===== src/rtl/vector_issue_sequencer.sv =====
// Vector issue sequencer: owns vl/vsew/vill, executes vsetvli and splits vector ops into lane-enabled beats.
// Optional build macro SEQ_SKIP_EMPTY_BEAT_EN suppresses beats whose lane_enable is all zero.
`ifndef SET_CFG
`define SET_CFG 3'b111
`endif

module vector_issue_sequencer #(
    parameter int LEN              = 32,
    parameter int VECTOR_SIZE      = 8,
    parameter int ENTRY_INDEX_SIZE = 3,
    parameter int MAX_VL           = 64,
    parameter int VL_WIDTH         = 7
) (
    input  logic                   clk,
    input  logic                   rst,
    input  logic                   chip_enabled,
    input  logic                   in_valid,
    output logic                   in_ready,
    input  logic [2:0]             in_exe_signal,
    input  logic [10:0]            in_zimm,
    input  logic [4:0]             in_rs1_index,
    input  logic [4:0]             in_rd_index,
    input  logic [LEN-1:0]         in_avl,
    input  logic                   in_vm,
    input  logic [MAX_VL-1:0]      in_mask_bits,
    output logic                   beat_valid,
    input  logic                   beat_ready,
    output logic [VL_WIDTH-1:0]    beat_elem_base,
    output logic [VECTOR_SIZE-1:0] lane_enable,
    output logic                   beat_last,
    output logic                   cfg_wb_valid,
    output logic [4:0]             cfg_wb_index,
    output logic [LEN-1:0]         cfg_wb_data,
    output logic [VL_WIDTH-1:0]    vl_out,
    output logic [2:0]             vsew_out,
    output logic                   vill,
    output logic                   instr_done,
    output logic                   busy
);
    localparam logic [2:0]          SET_CFG_CODE = `SET_CFG;
    localparam logic [VL_WIDTH-1:0] BEAT_STEP    = VL_WIDTH'(1 << ENTRY_INDEX_SIZE);

    typedef enum logic [1:0] {S_IDLE, S_CFG, S_ISSUE, S_DONE} state_t;

    state_t                r_state, w_state_next;
    logic [VL_WIDTH-1:0]   r_vl, r_base;
    logic [2:0]            r_vsew, r_new_sew;
    logic                  r_vill, r_rs1_nz;
    logic [4:0]            r_rd;
    logic [LEN-1:0]        r_avl;
    logic [MAX_VL-1:0]     r_mask;

    logic                  w_accept, w_is_cfg, w_advance, w_present, w_beat_last, w_cfg_vill;
    logic [VL_WIDTH-1:0]   w_vl_eff, w_vlmax, w_avl_clamped, w_cfg_vl;
    logic [MAX_VL-1:0]     w_vl_mask;
    logic [VECTOR_SIZE-1:0] w_lane_en;
    logic                  w_unused_bits;

    assign w_unused_bits = ^{in_zimm[10:6], in_zimm[2:0]};

    assign w_accept = in_valid && in_ready;
    assign w_is_cfg = (in_exe_signal == SET_CFG_CODE);
    assign w_vl_eff = r_vill ? '0 : r_vl;

    // Elements at or beyond vl are cleared at capture, so a beat's enables are just the low mask bits.
    generate
        for (genvar gi = 0; gi < MAX_VL; gi++) begin : g_vl_mask
            assign w_vl_mask[gi] = (VL_WIDTH'(gi) < w_vl_eff);
        end
    endgenerate

    assign w_vlmax       = VL_WIDTH'(MAX_VL) >> r_new_sew;
    assign w_avl_clamped = (r_avl < LEN'(w_vlmax)) ? r_avl[VL_WIDTH-1:0] : w_vlmax;
    assign w_cfg_vill    = (r_new_sew >= 3'd3);

    always_comb begin
        w_cfg_vl = r_vl;
        if (w_cfg_vill)
            w_cfg_vl = '0;
        else if (r_rs1_nz)
            w_cfg_vl = w_avl_clamped;
        else if (r_rd != 5'd0)
            w_cfg_vl = w_vlmax;
    end

    assign w_lane_en = r_mask[VECTOR_SIZE-1:0];

`ifdef SEQ_SKIP_EMPTY_BEAT_EN
    logic w_more, w_beat_empty;
    assign w_more       = |r_mask[MAX_VL-1:VECTOR_SIZE];
    assign w_beat_empty = (w_lane_en == '0);
    assign w_beat_last  = !w_more;
    assign w_present    = (r_state == S_ISSUE) && !w_beat_empty;
`else
    assign w_beat_last  = ((r_base + BEAT_STEP) >= w_vl_eff);
    assign w_present    = (r_state == S_ISSUE);
`endif

    always_comb begin
        w_state_next = r_state;
        w_advance    = 1'b0;
        case (r_state)
            S_IDLE: begin
                if (w_accept) begin
                    if (w_is_cfg)
                        w_state_next = S_CFG;
                    else if (w_vl_eff == '0)
                        w_state_next = S_DONE;
                    else
                        w_state_next = S_ISSUE;
                end
            end
            S_CFG:   w_state_next = S_DONE;
            S_ISSUE: begin
`ifdef SEQ_SKIP_EMPTY_BEAT_EN
                if (w_beat_empty) begin
                    if (!w_more)
                        w_state_next = S_DONE;
                    else
                        w_advance = 1'b1;
                end else if (beat_ready) begin
                    if (w_beat_last)
                        w_state_next = S_DONE;
                    else
                        w_advance = 1'b1;
                end
`else
                if (beat_ready) begin
                    if (w_beat_last)
                        w_state_next = S_DONE;
                    else
                        w_advance = 1'b1;
                end
`endif
            end
            S_DONE:  w_state_next = S_IDLE;
            default: w_state_next = S_IDLE;
        endcase
    end

    always_ff @(posedge clk) begin
        if (rst) begin
            r_state   <= S_IDLE;
            r_vl      <= '0;
            r_vsew    <= '0;
            r_vill    <= 1'b0;
            r_new_sew <= '0;
            r_rs1_nz  <= 1'b0;
            r_rd      <= '0;
            r_avl     <= '0;
            r_mask    <= '0;
            r_base    <= '0;
        end else if (chip_enabled) begin
            r_state <= w_state_next;
            if (w_accept) begin
                r_new_sew <= in_zimm[5:3];
                r_rs1_nz  <= |in_rs1_index;
                r_rd      <= in_rd_index;
                r_avl     <= in_avl;
                r_mask    <= (in_vm ? {MAX_VL{1'b1}} : in_mask_bits) & w_vl_mask;
                r_base    <= '0;
            end
            if (r_state == S_CFG) begin
                r_vl   <= w_cfg_vl;
                r_vsew <= r_new_sew;
                r_vill <= w_cfg_vill;
            end
            if (w_advance) begin
                r_base <= r_base + BEAT_STEP;
                r_mask <= r_mask >> VECTOR_SIZE;
            end
        end
    end

    assign in_ready       = (r_state == S_IDLE) && chip_enabled;
    assign busy           = (r_state != S_IDLE);
    assign beat_valid     = w_present;
    assign beat_elem_base = w_present ? r_base : '0;
    assign lane_enable    = w_present ? w_lane_en : '0;
    assign beat_last      = w_present ? w_beat_last : 1'b0;
    assign cfg_wb_valid   = (r_state == S_CFG);
    assign cfg_wb_index   = (r_state == S_CFG) ? r_rd : 5'd0;
    assign cfg_wb_data    = (r_state == S_CFG) ? LEN'(w_cfg_vl) : '0;
    assign vl_out         = r_vl;
    assign vsew_out       = r_vsew;
    assign vill           = r_vill;
    assign instr_done     = (r_state == S_DONE);

endmodule


===== config.mk =====
export PLATFORM = sky130hd
export DESIGN_NAME = vector_issue_sequencer
export DESIGN_NICKNAME = d
export VERILOG_FILES = /design/src/rtl/vector_issue_sequencer.sv
export SDC_FILE = /design/constraint.sdc
export NUM_CORES = 1
export LEC_CHECK = 0
export CORE_ASPECT_RATIO = 2
export CORE_MARGIN = 10
export CORE_UTILIZATION = 48
export CTS_CLUSTER_DIAMETER = 100
export DETAILED_ROUTE_END_ITERATION = 8
export GPL_TIMING_DRIVEN = 0
export PLACE_DENSITY_LB_ADDON = 0.25
export SYNTH_ARGS = -nofsm -noshare
export SYNTH_HDL_FRONTEND = slang
export SYNTH_SLANG_ARGS = --single-unit

===== constraint.sdc =====
create_clock -name clk -period 3.7 [get_ports clk]
set_input_delay 0.37 -clock clk [delete_from_list [all_inputs] [get_ports clk]]
set_output_delay 0.37 -clock clk [all_outputs]
set_load 0.05 [all_outputs]

==> results of run 1 <==
-- worst paths after layout --
check             cells after the start                  endpoint  slack, ns                       from
setup / recovery                     10            cfg_wb_data[5]       0.16  r_new_sew[0]$_SDFFE_PP0P_
hold / removal                        2  vsew_out[0]$_SDFFE_PP0P_       0.45   vsew_out[0]$_SDFFE_PP0P_
setup reg to reg                     11   r_mask[24]$_SDFFE_PP0P_       0.21     vl_out[6]$_SDFFE_PP0P_
hold reg to reg                       2  vsew_out[0]$_SDFFE_PP0P_       0.45   vsew_out[0]$_SDFFE_PP0P_
-- cell type report --
type                    count  area share (%)
plain buffers             100            5.73
flip-flops and latches    122            27.1
clock buffers              20            5.18
inverters                   7           0.292
well taps                 155            2.15
clock inverters            12            2.07
repair buffers            157            17.1
multi-input cells         661            40.3
-- placed cells by master, fill, tap and decap left out, types with 13 or more instances in the layout --
cell type / instances
o22ai_1: 23
buf_4: 29
a21oi_1: 69
nor3_1: 67
conb_1: 28
o221ai_1: 21
nor2_1: 142
dfxtp_1: 122
a211oi_1: 52
and2_1: 18
nand2_1: 109
clkbuf_1: 56
o21ai_0: 16
clkdlybuf4s50_1: 149
buf_2: 13
clkbuf_16: 17
ha_1: 16
-- registers in the layout, summed over array words and instances (netlist names) --
signal,count
r_avl,32
r_base,4
r_mask,64
r_new_sew,3
r_rd,5
r_rs1_nz,1
r_state,2
vill,1
vl_out,7
vsew_out,3
-- per-layer routing --
metal,vias to the layer above,track usage (%)
met5,-,0
met1,3310,22.1
met2,357,46.8
met4,0,20.9
li1,3433,-
met3,122,7.20
-- kinds of logic (layout without fill, tap and decap cells) --
group	Yosys count	in the layout	synth area share, %
buf+inv	108	296	8.33
compound gates	224	224	23.4
simple gates	388	388	26.8
xor+xnor	2	2	0.269
fa+ha+maj	16	16	3.08
flops	122	122	37.5
mux	3	3	0.519
other cells	1	28	0.0576
-- metrics by stage --
| stage | setup WS (ns) | TNS (ns) | instance area (sq um) | power (mW) | hold WS (ns) |
|---|---|---|---|---|---|
| finish | 0.156 | 0 | 9000 | 4.18 | 0.453 |
| global route | -0.00123 | -0.00123 | 9000 | 4.32 | 0.473 |
| CTS | 0.0106 | 0 | 9020 | 4.18 | 0.456 |
| detailed placement | -0.194 | -0.915 | 8370 | 2.36 | 0.447 |
| global placement | -0.222 | -1.05 | 8370 | 2.35 | 0.442 |
| floorplan | 0.576 | 0 | 6610 | 2.04 | 0.433 |
-- power groups by stage --
| stage | Sequential, mW | Clock (mW) | Combinational (mW) |
|---|---|---|---|
| finish | 1.48 | 1.83 | 0.874 |
| global route | 1.49 | 1.89 | 0.949 |
| CTS | 1.48 | 1.84 | 0.864 |
| detailed placement | 1.50 | 0 | 0.857 |
| global placement | 1.50 | 0 | 0.850 |
| floorplan | 1.48 | 0 | 0.559 |
-- worst max-delay path: stages (launching register included) --
cell and delay [ns]:
dfxtp_1 0.36, clkbuf_2 0.24, or3b_2 0.48, ha_1 0.20, a211oi_1 0.22, nand2_1 0.08, nor3_1 0.15, and3_4 0.28
mux2_2 0.36, and3b_1 0.18, buf_2 0.21
==> results.yml, run 1 <==
clock_tree:
  h-tree-depth: 4
  path_clk_slew_ns: 0.06
  clock_sinks: 122
  post-cts-setup-buffer-count: 0
  ctsHoldBuffers: 0
  cts.repair.resized: 15
  root_buffer: "clkbuf_16"
  cts_made_buffers: 17
  cts_buffer_depth: 2
  tritoncts: "built"
  clk-insertion-delay-late_ns: 0.42
layout:
  nNetsFinal: 1208
  regArea_sq_um: 2440
  fin_util_pct: 67.4
  multiInputGateArea_sq_um: 3630
  final_layout_size_suffix_gt1_share_pct: 8.80
  syn2layout_area_growth_pct: 38.4
  antenna_cells: 0
  fillers: 1190
  layout.cells.non_filler: 1234
pwr:
  power.leakage_nw: 3.40
  seqPwrFrac_pct: 35.4
  power.density_nw_per_um2: 465
  p_sw_share_pct: 29.4
  netSwitchingPower_mw: 1.23
  ir_worst_vdd_v: 0.000363
  power_frac_clock_pct: 43.7
  internal_power_mw: 2.95
  power_frac_comb_pct: 20.9
placement:
  gp_congestion: 0.972
  portBuffers: 157
  place_inst: 1203
  dp_hpwl_microns: 19100
drt:
  vias: 7222
  ant_nets: 0
  top_layer: "met4"
  wl_met2_microns: 13000
  firstDrtPassIters: 6
  wl_per_cell_microns: 19.9
  wl_met3_microns: 1970
  drt-met1-wl_microns: 7750
  drt_iter0_markers: 458
  vias_per_cell: 5.85
  routed_wl_microns: 24600
  drcViolationCount: 0
sta:
  tightest_slew_ns: 0.934
  skew_ns: 0.0119
  final_max_slew_viol_count: 0
  hold_viol: 0
  finalCriticalPeriod_ns: 3.54
  setup_viol: 0
  slew_headroom_pct: 37.5
  timing.fmax_ghz: 0.282
  post-route-period-util_pct: 95.8
logic_synthesis:
  ys_types: 60
  avgSynthCellArea_sq_um: 7.53
  synthTopCellsByArea: "dfxtp_1 (38%), nor2_1 (8.2%), nand2_1 (6.3%), a211oi_1 (6.1%), a21oi_1 (5.3%)"
  netlist_area_sq_um: 6500
  synth_commonest_cells: "nor2_1 (142), dfxtp_1 (122), nand2_1 (109), a21oi_1 (69), nor3_1 (67)"
  synth_top_area_share_pct: 37.5
  dominantRegCellSynth: "dfxtp_1"
  yosysWarnings: 0
  yosysMostFrequentCell: "nor2_1"
  ys_seq_area_share_pct: 37.5
  syn-instance-count: 864
  async_reset_ff_share_pct: 0
  ys_ff_latch: 122
  synth_area_leader_cell: "dfxtp_1"
  synth_edf_count: 0
global_route:
  track_usage_pct: 25.7
  grt_overflow_total: 0
  grt_pass1_vias: 7347
  grt_pass1_wl_microns: 37400
  grt_max_degree: 17
  antenna_found_initial: 0
floorplanning:
  die_h_microns: 185
  start_util_pct: 48.7
  fp-row-count: 60
  die_area_sq_um: 18900
  io-pin-count: 195
  design.core.area_sq_um: 13400
  die_w_microns: 102
critical_path:
  worstPathArrival_ns: 3.17
  crit_path_end_kind: "output port"
  path_max_fanout: 10
  start_kind: "flop"
  crit_type: "flop to output port"
  required_ns: 3.33
min_path:
  worstHoldPathType: "flop to flop"
outcome:
  status: "finished clean"
run:
  maxCapViolations: 0
No activity file was read; power rests on OpenSTA's default activity.
==> run 2: changes to the inputs <==
--- a/config.mk
+++ b/config.mk
@@ -15,3 +15,4 @@
 export SYNTH_ARGS = -nofsm -noshare
 export SYNTH_HDL_FRONTEND = slang
 export SYNTH_SLANG_ARGS = --single-unit
+export TNS_END_PERCENT = 10
==> run 2 against run 1 <==
Net effect:
- design area hardly changed
- total power hardly changed
- largest cell class unchanged
- die area stayed put
- critical path type unchanged
- critical path depth stayed put
==> results.yml, run 2 (synthesis gave the netlist of run 1 again) <==
floorplanning:
  die_w_microns: 102
  die_h_microns: 185
  start_util_pct: 48.7
  design.core.area_sq_um: 13400
  fp-row-count: 60
  die_area_sq_um: 18900
  io-pin-count: 195
drt:
  drcViolationCount: 0
  vias_per_cell: 5.84
  firstDrtPassIters: 7
  ant_nets: 0
  drt_iter0_markers: 428
  vias: 7210
  wl_per_cell_microns: 19.9
  routed_wl_microns: 24500
critical_path:
  worstPathArrival_ns: 3.30
  path_max_fanout: 10
  start_kind: "flop"
  crit_path_end_kind: "output port"
  required_ns: 3.33
  crit_type: "flop to output port"
global_route:
  antenna_found_initial: 0
  grt_max_degree: 17
  grt_overflow_total: 0
  track_usage_pct: 25.7
  grt_pass1_vias: 7338
  grt_pass1_wl_microns: 37400
layout:
  fillers: 1191
  nNetsFinal: 1208
  layout.cells.non_filler: 1234
  syn2layout_area_growth_pct: 38.5
  fin_util_pct: 67.4
  fin_area_sq_um: 9010
  antenna_cells: 0
  largest_register_ffs: 64
  final_layout_size_suffix_gt1_share_pct: 8.71
  final_common_cell: "clkdlybuf4s50_1"
  final_cell_mix: "clkdlybuf4s50_1 (149), nor2_1 (142), dfxtp_1 (122), nand2_1 (109), a21oi_1 (69)"
  regMostFlops: "r_mask"
min_path:
  worstHoldPathType: "flop to flop"
sta:
  tightest_slew_ns: 0.929
  slew_headroom_pct: 37.9
  holdWs_ns: 0.453
  tns_ns: 0
  rsz0062_at_grt: "true"
  setup_viol: 0
  hold_viol: 0
  timing.fmax_ghz: 0.272
  post-route-period-util_pct: 99.2
  fin_ws_ns: 0.0302
  skew_ns: 0.0103
  finalCriticalPeriod_ns: 3.67
  final_max_slew_viol_count: 0
pwr:
  power_frac_clock_pct: 43.8
  p_sw_share_pct: 29.4
  fin_total_pwr_mw: 4.18
  power.density_nw_per_um2: 464
  seqPwrFrac_pct: 35.4
  netSwitchingPower_mw: 1.23
  internal_power_mw: 2.95
  power_frac_comb_pct: 20.9
  ir_worst_vdd_v: 0.000363
  power.leakage_nw: 3.40
placement:
  place_inst: 1203
  dp_hpwl_microns: 19100
  portBuffers: 157
  gp_congestion: 0.972
  dpl_cell_area_sq_um: 8370
  dp_slack_ns: -0.194
clock_tree:
  ctsHoldBuffers: 0
  h-tree-depth: 4
  clk-insertion-delay-late_ns: 0.42
  clock_sinks: 122
  path_clk_slew_ns: 0.06
  root_buffer: "clkbuf_16"
  tritoncts: "built"
  cts_made_buffers: 17
  cts_buffer_depth: 2
outcome:
  status: "finished clean"
run:
  maxCapViolations: 0
## run 2: layout make-up
cell class | count | area (sq um) | share of cell area, %
Multi-Input combinational cell | 661 | 3630 | 40.3
Sequential cell | 122 | 2440 | 27.1
Timing Repair Buffer | 157 | 1550 | 17.2
Buffer | 100 | 514 | 5.71
Clock buffer | 20 | 467 | 5.18
Tap cell | 155 | 194 | 2.15
Clock inverter | 12 | 186 | 2.07
Inverter | 7 | 26.3 | 0.292
## run 2: routing by layer
layer	vias to the layer above	GRT usage [%]	wire, microns
met3	122	7.09	1960
met5	-	0	0
met1	3276	22.1	7730
met2	373	47.0	13100
met4	0	20.7	1770
li1	3439	-	-
## run 2: critical path: stages, from the launching register on
cell and delay, ns:
dfxtp_1 0.36, clkbuf_2 0.24, or3b_2 0.48, ha_1 0.20
a211oi_1 0.22, nand2_1 0.08, nor3_1 0.15, and3_4 0.28
mux2_2 0.36, and3b_1 0.18, clkdlybuf4s15_2 0.34
## run 2: what timing repair did
| item | CTS | global route |
|---|---|---|
| setup endpoints to repair | 7 | 10 |
| resized for setup | 11 | 18 |
| setup buffers | 0 | 0 |
| pin swaps | 0 | 0 |
## run 2: power groups by stage
| stage | registers [mW] | logic [mW] | clock network, mW |
|---|---|---|---|
| floorplan | 1.48 | 0.559 | 0 |
| global placement | 1.50 | 0.850 | 0 |
| detailed placement | 1.50 | 0.857 | 0 |
| CTS | 1.48 | 0.864 | 1.84 |
| global route | 1.49 | 0.950 | 1.89 |
| finish | 1.48 | 0.873 | 1.83 |
## run 2: final timing paths
path                                                 end                       from  depth (start not counted)  slack, ns
worst max-delay path                      cfg_wb_data[5]  r_new_sew[0]$_SDFFE_PP0P_                         10       0.03
worst min-delay path            vsew_out[0]$_SDFFE_PP0P_   vsew_out[0]$_SDFFE_PP0P_                          2       0.45
worst max register to register   r_mask[24]$_SDFFE_PP0P_     vl_out[6]$_SDFFE_PP0P_                         11       0.18
worst min register to register  vsew_out[0]$_SDFFE_PP0P_   vsew_out[0]$_SDFFE_PP0P_                          2       0.45
==> RTL edit, RTL diff (config.mk and constraints of run 2) <==
Re-encode `state_t` (4 states) as one-hot, 4 bits wide.
--- a/src/rtl/vector_issue_sequencer.sv
+++ b/src/rtl/vector_issue_sequencer.sv
@@ -40,7 +40,7 @@
     localparam logic [2:0]          SET_CFG_CODE = `SET_CFG;
     localparam logic [VL_WIDTH-1:0] BEAT_STEP    = VL_WIDTH'(1 << ENTRY_INDEX_SIZE);
 
-    typedef enum logic [1:0] {S_IDLE, S_CFG, S_ISSUE, S_DONE} state_t;
+    typedef enum logic [3:0] {S_IDLE = 4'b0001, S_CFG = 4'b0010, S_ISSUE = 4'b0100, S_DONE = 4'b1000} state_t;
 
     state_t                r_state, w_state_next;
     logic [VL_WIDTH-1:0]   r_vl, r_base;
Behaviour: no difference found for any inputs over 4 cycles, from zero or initial values and one cycle with rst high; so few cycles prove little.
==> RTL edit against run 2 <==
Non-clock buffer count is 6 higher. Highest routed layer unchanged. Synthesized area is 1.1% higher. Setup slack worse by 0.0028 ns. Hold slack worse by 0.029 ns. Critical path depth is 1 higher. Die area is 0.92% higher. First-iteration DRC count is 6.3% lower. Largest power group unchanged. Final area is 0.64% higher. Via count is 0.46% lower. Sequential cell count is 2 higher. Routed wire length hardly changed. Combinational power is 30% lower. Clock power is 5% lower. Power is 9.0% lower.
==> RTL edit: results (changes against run 2) <==
run status=finished, final reports clean; Final Net Count=1206 (-0.17%); area used by sequential logic in the layout=2482 um^2 (+1.6%); router iterations before antenna repair=6 (-1); leakage power summed over all cells=3.389 nW (-0.24%); # fillers=1172 (-1.6%); DRC violation total after the first TritonRoute iteration=401 (-6.3%); worst slew pin tran=1.105 ns (+0.1762 ns); fraction of layout cells with a size suffix above 1=11.09% (+2.4 points); worst setup skew after layout=0.009478 ns (-0.0008052 ns); routability congestion estimate from global placement=0.9608 (-1.2%); Worst Hold Margin=0.4239 ns (-0.02944 ns); number of global-route vias before repair=7384 (+0.63%); reg2reg setup slack=0.35 ns (+0.17 ns); number of stages on the worst hold path=3 (+1); net switching fraction of the power=27.05% (-2.3 points); total of cells resized after clock tree synthesis=44 (+33); top post-synthesis cells by count=a21oi_1 (146), dfxtp_1 (124), nand2_1 (111); Crit. Startpoint=r_new_sew[2]; sequential area share after synthesis=37.75% (+0.21 points); biggest cell delay along the critical path=0.50 ns (+0.02 ns); maximum vdd ir drop=0.3503 mV (-3.6%); Hold Crit Class=input port to flip-flop; top cells by area in the synthesized netlist=dfxtp_1 (38%), a21oi_1 (11%), nand2_1 (6.3%), o221ai_1 (4.5%), nor2_1 (4.5%); total global-route track usage=25.41% (-0.26 points); terminus of the critical flop-to-flop path=r_mask[16]; min-delay src=chip_enabled; Min-Delay Endpoint=r_base[3]; Clock group=1.74 mW (-5%); number of input and output port buffers inserted=155 (-1.3%); Netlist cell types=59 (-1.7%); Detail Placement HPWL=18.91 mm (-0.86%)
RTL edit: cell count changes after synthesis, moves of 7 or more:
| cell | change |
|---|---|
| a21oi_1 | +77 |
| nor3_1 | -34 |
| o22ai_1 | -7 |
| o21ai_0 | +33 |
| inv_1 | +10 |
| o221ai_1 | +13 |
| nor2_1 | -64 |
| a211oi_1 | -34 |
RTL edit: cell type report:
| class | instances | area share (%) |
|---|---|---|
| plain buffers | 108 | 6.184 |
| clock buffers | 21 | 5.079 |
| clock inverters | 11 | 1.739 |
| inverters | 16 | 0.6625 |
| multi-input cells | 647 | 39.82 |
| flip-flops and latches | 124 | 27.38 |
| well taps | 155 | 2.139 |
| repair buffers | 155 | 16.99 |
RTL edit: critical path: cells and delay by family, from the launching register on:
family | cells | cell delay, ns
DFF | 1 | 0.30
muxes | 1 | 0.31
adders and majority gates | 1 | 0.29
AOI/OAI and AO/OA | 2 | 0.60
buffers and inverters | 3 | 0.52
and+or+nand+nor | 4 | 0.85
RTL edit: per-stage QoR:
stage,utilization [%],instances,cell area [um^2],worst slack [ns]
after floorplan,-,896,6681,-0.1231
after global placement,62.71,1206,8427,-0.2083
after CTS,67.14,1237,9022,0.009055
final,67.46,1237,9065,0.02741
after global routing,67.46,1237,9065,-0.08205
after detailed placement,62.71,1206,8427,-0.2407
RTL edit: logic make-up after synthesis:
logic type	synth area share, %
AOI/OAI and AO/OA	27.44
xor gates and xnor gates	0.2665
adders and majority gates	2.093
buffers and inverters	9.439
DFF	37.75
muxes	1.808
other	0.05703
and+or+nand+nor	21.14
RTL edit: metal layers:
metal | global-route usage (%) | share of wire [%] | up-vias
met3 | 7.244 | 8.4 | 108
met5 | 0 | 0 | -
li1 | - | - | 3463
met2 | 47.38 | 53 | 368
met4 | 16.96 | 6.4 | 0
met1 | 22.48 | 32 | 3238
